**config.mk**
```make
export PLATFORM = sky130hd
export DESIGN_NAME = bnn_conv_core
export DESIGN_NICKNAME = d
export VERILOG_FILES = /design/src/rtl/bnn_conv_pkg.sv /design/src/rtl/bnn_conv_core_line_window.sv /design/src/rtl/bnn_conv_core.sv
export SDC_FILE = /design/constraint.sdc
export NUM_CORES = 2
export LEC_CHECK = 0
export ABC_AREA = 1
export CAP_MARGIN = 40
export CELL_PAD_IN_SITES_DETAIL_PLACEMENT = 0
export CELL_PAD_IN_SITES_GLOBAL_PLACEMENT = 1
export CORE_UTILIZATION = 50
export CTS_BUF_LIST = sky130_fd_sc_hd__clkbuf_2
export DETAILED_ROUTE_END_ITERATION = 6
export PLACE_DENSITY_LB_ADDON = 0.1
export SLEW_MARGIN = 20
export SYNTH_ARGS = -nofsm -noshare
export SYNTH_HDL_FRONTEND = slang
export SYNTH_HIERARCHICAL = 1
export SYNTH_SLANG_ARGS = --single-unit
```
**constraint.sdc**
```tcl
create_clock -name clk -period 24.2 [get_ports clk]
set_input_delay 6.05 -clock clk [delete_from_list [all_inputs] [get_ports clk]]
set_output_delay 6.05 -clock clk [all_outputs]
set_load 0.01 [all_outputs]
```
**src/rtl/bnn_conv_pkg.sv**
```systemverilog
// Shared constants, layer encodings and FSM state codes for the BNN 5x5 convolution core.
package bnn_conv_pkg;

  localparam int K  = 5;
  localparam int DW = 8;
  localparam int OW = 32;
  localparam int W0 = 28;
  localparam int W1 = 12;

  localparam logic LAYER1 = 1'b0;
  localparam logic LAYER2 = 1'b1;

  localparam logic [0:0] IDLE = 1'b0;
  localparam logic [0:0] RUN  = 1'b1;

  // Index of the last row/column for the selected layer's image edge.
  function automatic logic [4:0] edge_last(input logic layer);
    return (layer == LAYER2) ? 5'(W1 - 1) : 5'(W0 - 1);
  endfunction

endpackage

```
**src/rtl/bnn_conv_core_line_window.sv**
```systemverilog
// Four line buffers turning a raster pixel stream into registered 5-pixel vertical columns.
module line_window
  import bnn_conv_pkg::*;
(
  input  logic            clk,
  input  logic            rstn,
  input  logic            clr,
  input  logic            en,
  input  logic            layer,
  input  logic [DW-1:0]   din,
  output logic [K*DW-1:0] taps,
  output logic            taps_valid
);

  logic [DW-1:0] lb [K-1][W0];
  logic [4:0]    col;
  logic [4:0]    last;

  assign last = edge_last(layer);

  always_ff @(posedge clk) begin
    if (!rstn) begin
      for (int unsigned k = 0; k < K - 1; k++)
        for (int unsigned x = 0; x < W0; x++)
          lb[k][x] <= '0;
      col        <= '0;
      taps       <= '0;
      taps_valid <= 1'b0;
    end else begin
      taps_valid <= en;
      if (clr) begin
        col <= '0;
      end else if (en) begin
        // lb[0] holds the previous row; each buffer ages its entry down one row.
        taps     <= {lb[3][col], lb[2][col], lb[1][col], lb[0][col], din};
        lb[0][col] <= din;
        lb[1][col] <= lb[0][col];
        lb[2][col] <= lb[1][col];
        lb[3][col] <= lb[2][col];
        col <= (col == last) ? '0 : col + 5'd1;
      end
    end
  end

endmodule

```
**src/rtl/bnn_conv_core.sv**
```systemverilog
// Binary-weight 5x5 convolution: kernel shift register, window, adder tree, counters and frame FSM.
module bnn_conv_core
  import bnn_conv_pkg::*;
(
  input  logic          clk,
  input  logic          rstn,
  input  logic          start,
  input  logic          state,
  input  logic          din_valid,
  input  logic [DW-1:0] din,
  input  logic          weight_en,
  input  logic          weight,
  output logic [OW-1:0] dout,
  output logic          ovalid,
  output logic          done
);

  localparam int SW = 16;

  logic [0:0]            fsm;
  logic                  layer;
  logic [K*K-1:0]        w;
  logic [4:0]            row;
  logic [4:0]            col;
  logic [4:0]            last;
  logic [K*DW-1:0]       taps;
  logic                  taps_valid;
  logic [K*DW-1:0]       win [K];
  logic                  out_pend;
  logic                  done_pend;
  logic signed [SW-1:0]  sum;
  logic signed [SW-1:0]  term;
  logic                  arm;
  logic                  en;

  assign arm  = (fsm == IDLE) && start;
  assign en   = (fsm == RUN) && din_valid;
  assign last = edge_last(layer);

  line_window u_line_window (
    .clk        (clk),
    .rstn       (rstn),
    .clr        (arm),
    .en         (en),
    .layer      (layer),
    .din        (din),
    .taps       (taps),
    .taps_valid (taps_valid)
  );

  always_ff @(posedge clk) begin
    if (!rstn) w <= '0;
    else if (weight_en) w <= {w[K*K-2:0], weight};
  end

  // win[0] is the leftmost column; within a column the top row sits in the high byte.
  always_comb begin
    sum  = '0;
    term = '0;
    for (int unsigned i = 0; i < K; i++) begin
      for (int unsigned j = 0; j < K; j++) begin
        term = {{(SW-DW){1'b0}}, win[j][DW*(K-1-i) +: DW]};
        if (w[K*K-1-(K*i+j)]) sum = sum + term;
        else                  sum = sum - term;
      end
    end
  end

  always_ff @(posedge clk) begin
    if (!rstn) begin
      fsm       <= IDLE;
      layer     <= LAYER1;
      row       <= '0;
      col       <= '0;
      out_pend  <= 1'b0;
      done_pend <= 1'b0;
      ovalid    <= 1'b0;
      done      <= 1'b0;
      dout      <= '0;
      for (int unsigned k = 0; k < K; k++) win[k] <= '0;
    end else begin
      out_pend  <= 1'b0;
      done_pend <= 1'b0;
      ovalid    <= out_pend;
      done      <= done_pend;
      if (out_pend) dout <= {{(OW-SW){sum[SW-1]}}, sum};
      if (arm) begin
        fsm   <= RUN;
        layer <= state;
        row   <= '0;
        col   <= '0;
      end else if (fsm == RUN) begin
        if (done_pend) fsm <= IDLE;
        if (taps_valid) begin
          for (int unsigned k = 0; k < K - 1; k++) win[k] <= win[k+1];
          win[K-1]  <= taps;
          out_pend  <= (row >= 5'(K-1)) && (col >= 5'(K-1));
          done_pend <= (row == last) && (col == last);
          if (col == last) begin
            col <= '0;
            row <= row + 5'd1;
          end else begin
            col <= col + 5'd1;
          end
        end
      end
    end
  end

endmodule

```
==> metrics.yaml <==
cts:
  cts-root-buf: "clkbuf_2"
  postCtsResizedCells: 0
  cts_hold_buf: 0
  htreeDepth: 5
  post_cts_buffers: 0
  cts_buffers: 338
  clkTransAtPathRegs_ns: 0.12
  clk_latency_ns: 1.75
  cts_buffer_depth: 4
  clock-sinks: 1199
  cts_tree: "done"
job:
  maxCapViolations: 0
worst_setup_path:
  worstPathRequired_ns: 25.90
  worstPathArrival_ns: 21.45
  critPathTopFamily: "adder cells"
  worstSetupStartpoint: "w[23]$_SDFFE_PN0P_"
  path_common_cell: "ha_1"
  cp_slowest_cell: "fa_1"
  cp-end-kind: "flip-flop"
  r2r_start: "w[23]$_SDFFE_PN0P_"
  path_max_fanout: 9
  crit_path_start_kind: "flip-flop"
  path_class: "flip-flop to flip-flop"
  cp_num_buf_inv: 21
  slowest_delay_ns: 0.55
sta:
  rsz0062_at_grt: "false"
  drv_slew: 0
  relSlewSlack_pct: 17.2
  tightest_slew_ns: 1.24
  clock_skew_ns: 0.144
  max_freq_mhz: 50.6
  finalSetupViolCount: 0
  fin_crit_ns: 19.75
  fin_setup_tns_ns: 0
  hold_violations: 0
  period_share_pct: 81.6
global_routing:
  antenna_found_initial: 6
  grt_max_degree: 160
  globalRouteTotalUtil_pct: 29.5
  grt_pass1_vias: 57700
  overflow: 0
  grt_first_pass_wirelength_mm: 329
yosys:
  synthesis.area_sq_um: 71200
  ys.flop_type: "edfxtp_1"
  ys_seq_area_share_pct: 42.9
  postSynthAreaPerCell_sq_um: 7.74
  synth_edf_count: 656
  ys_ff_latch: 1199
  synthDistinctLibCells: 54
  ys_async_sr_fraction_pct: 0
  syn_inst: 9202
  syn_nets: 9657
  yosys_warnings: 6
placed_design:
  io_buffers: 48
  finalWeightedCongestion: 0.876
  dpl.hpwl_mm: 143
detailed_routing:
  wire_per_inst_microns: 18.8
  remaining_drc_errors: 2
  dr.pass1.iters: 7
  ant_nets: 0
  finalWirelength_mm: 214
  drt_iter0_markers: 5000
  vias: 61500
  viasPerCell: 5.40
final_layout:
  regArea_sq_um: 30600
  drive_above_1_share_pct: 7.92
  synthToLayoutAreaGrowth_pct: 6.97
  multiInputGateArea_sq_um: 34700
  nFillCells: 13800
  fin_nets: 9695
  finish.utilization_pct: 53.9
die:
  die_w_microns: 379
  dieArea_sq_um: 144000
  coreArea_sq_um: 141000
  start_util_pct: 50.4
  io_pins: 49
  num_rows: 138
  die_h_microns: 379
run_status:
  violations: "design-rule violations"
  status: "finished, violations left"
hold_path:
  min_path_type: "flip-flop to flip-flop"
  hold_start: "done_pend$_SDFF_PP0_"
## tightest hold or removal path, stage by stage, from the launching register on
cell and delay (ns):
dfxtp_1 0.33, nand2_1 0.06, inv_1 0.03
## worst paths after layout
check / end / slack (ns) / cells past startpoint
setup / recovery: dout[15]$_SDFFE_PN0P_ / 4.45 / 102
hold / removal: done$_SDFF_PN0_ / 0.45 / 2
hold reg to reg: done$_SDFF_PN0_ / 0.45 / 2
setup reg to reg: dout[15]$_SDFFE_PN0P_ / 4.45 / 102
## flip-flops by register name, summed over array words and instances, names as in the netlist
signal and count:
u_line_window/lb 896, win 200, u_line_window/taps 40, w 25, dout 16, col 5
row 5, u_line_window/col 5, done 1, done_pend 1, fsm 1, layer 1
out_pend 1, ovalid 1, u_line_window/taps_valid 1
## area by class of cell
class                           count  area share, %
Inverter                         1023           5.08
Timing Repair Buffer              181           2.39
Clock buffer                      510           3.35
Tap cell                         1890           3.10
Multi-Input combinational cell   6497           45.5
Clock inverter                     64          0.365
Antenna cell                       15         0.0493
Sequential cell                  1199           40.1
## Yosys cell counts (6+ instances only)
| cell | n | area share (%) |
|---|---|---|
| nor2_1 | 1681 | 8.9 |
| nand2_1 | 1457 | 7.7 |
| inv_1 | 989 | 5.2 |
| o21ai_0 | 864 | 6.1 |
| a21oi_1 | 688 | 4.8 |
| edfxtp_1 | 656 | 28 |
| dfxtp_1 | 543 | 15 |
| nand3_1 | 441 | 3.1 |
| ha_1 | 416 | 7.3 |
| xor2_1 | 369 | 4.5 |
| clkbuf_1 | 262 | 1.4 |
| buf_2 | 154 | 1.1 |
| xnor2_1 | 95 | 1.2 |
| nor3_1 | 78 | 0.55 |
| o21bai_1 | 69 | 0.73 |
| o22ai_1 | 69 | 0.61 |
| a31oi_1 | 53 | 0.47 |
| buf_4 | 32 | 0.34 |
| fa_1 | 24 | 0.67 |
| o211ai_1 | 23 | 0.24 |
| o21ai_1 | 23 | 0.16 |
| clkinv_1 | 22 | 0.12 |
| buf_1 | 19 | 0.10 |
| nand2_2 | 16 | 0.14 |
| o31ai_1 | 16 | 0.17 |
| nand4_1 | 15 | 0.13 |
| buf_6 | 11 | 0.17 |
| inv_2 | 11 | 0.058 |
| nor2_2 | 11 | 0.097 |
| a211oi_1 | 9 | 0.095 |
| nor4_1 | 9 | 0.079 |
| a21o_1 | 7 | 0.074 |
| nand3_2 | 7 | 0.098 |
| o221ai_1 | 6 | 0.074 |
## through the flow
step	worst slack [ns]	hold WS (ns)	cell area, sq um	instances
floorplan	6.47	0.413	71200	9202
global placement	4.64	0.431	72800	10800
detailed placement	4.50	0.437	73200	10800
CTS	4.56	0.454	76100	11400
global route	2.64	0.474	76200	11400
finish	4.45	0.454	76200	11400
## metal layers
metal | vias up | part of all wire [%] | track usage, %
met4 | 0 | 2.9 | 10.0
met2 | 1908 | 45 | 46.9
met1 | 28800 | 46 | 40.7
met5 | - | 0 | 0
met3 | 320 | 6.3 | 4.57
li1 | 30400 | - | -
## cell families (layout without fill, tap and decap cells)
group,after synthesis,count (layout),share of synthesized area [%]
other,0,15,0
AO/OA/AOI/OAI,1859,1859,13.9
buffers and inverters,1506,1778,8.50
adder cells (fa/ha/maj),440,440,7.98
AND/OR/NAND/NOR,3734,3734,21.0
flip-flops,1199,1199,42.9
XOR/XNOR,464,464,5.71
## cell usage in the layout, fill, tap and decap left out, types with 46 or more instances in the layout
| cell | instances |
|---|---|
| dfxtp_1 | 541 |
| xnor2_1 | 95 |
| nand3_1 | 439 |
| nor3_1 | 78 |
| clkinv_1 | 77 |
| edfxtp_1 | 656 |
| ha_1 | 416 |
| buf_4 | 111 |
| clkbuf_2 | 510 |
| nand2_1 | 1454 |
| clkdlybuf4s50_1 | 46 |
| a31oi_1 | 49 |
| a21oi_1 | 686 |
| nor2_1 | 1674 |
| inv_1 | 984 |
| o21ai_0 | 864 |
| xor2_1 | 369 |
| o22ai_1 | 69 |
| o21bai_1 | 69 |
Power is not shown: default switching activity piles up to over one toggle a cycle in this logic, so the estimate is an artifact.
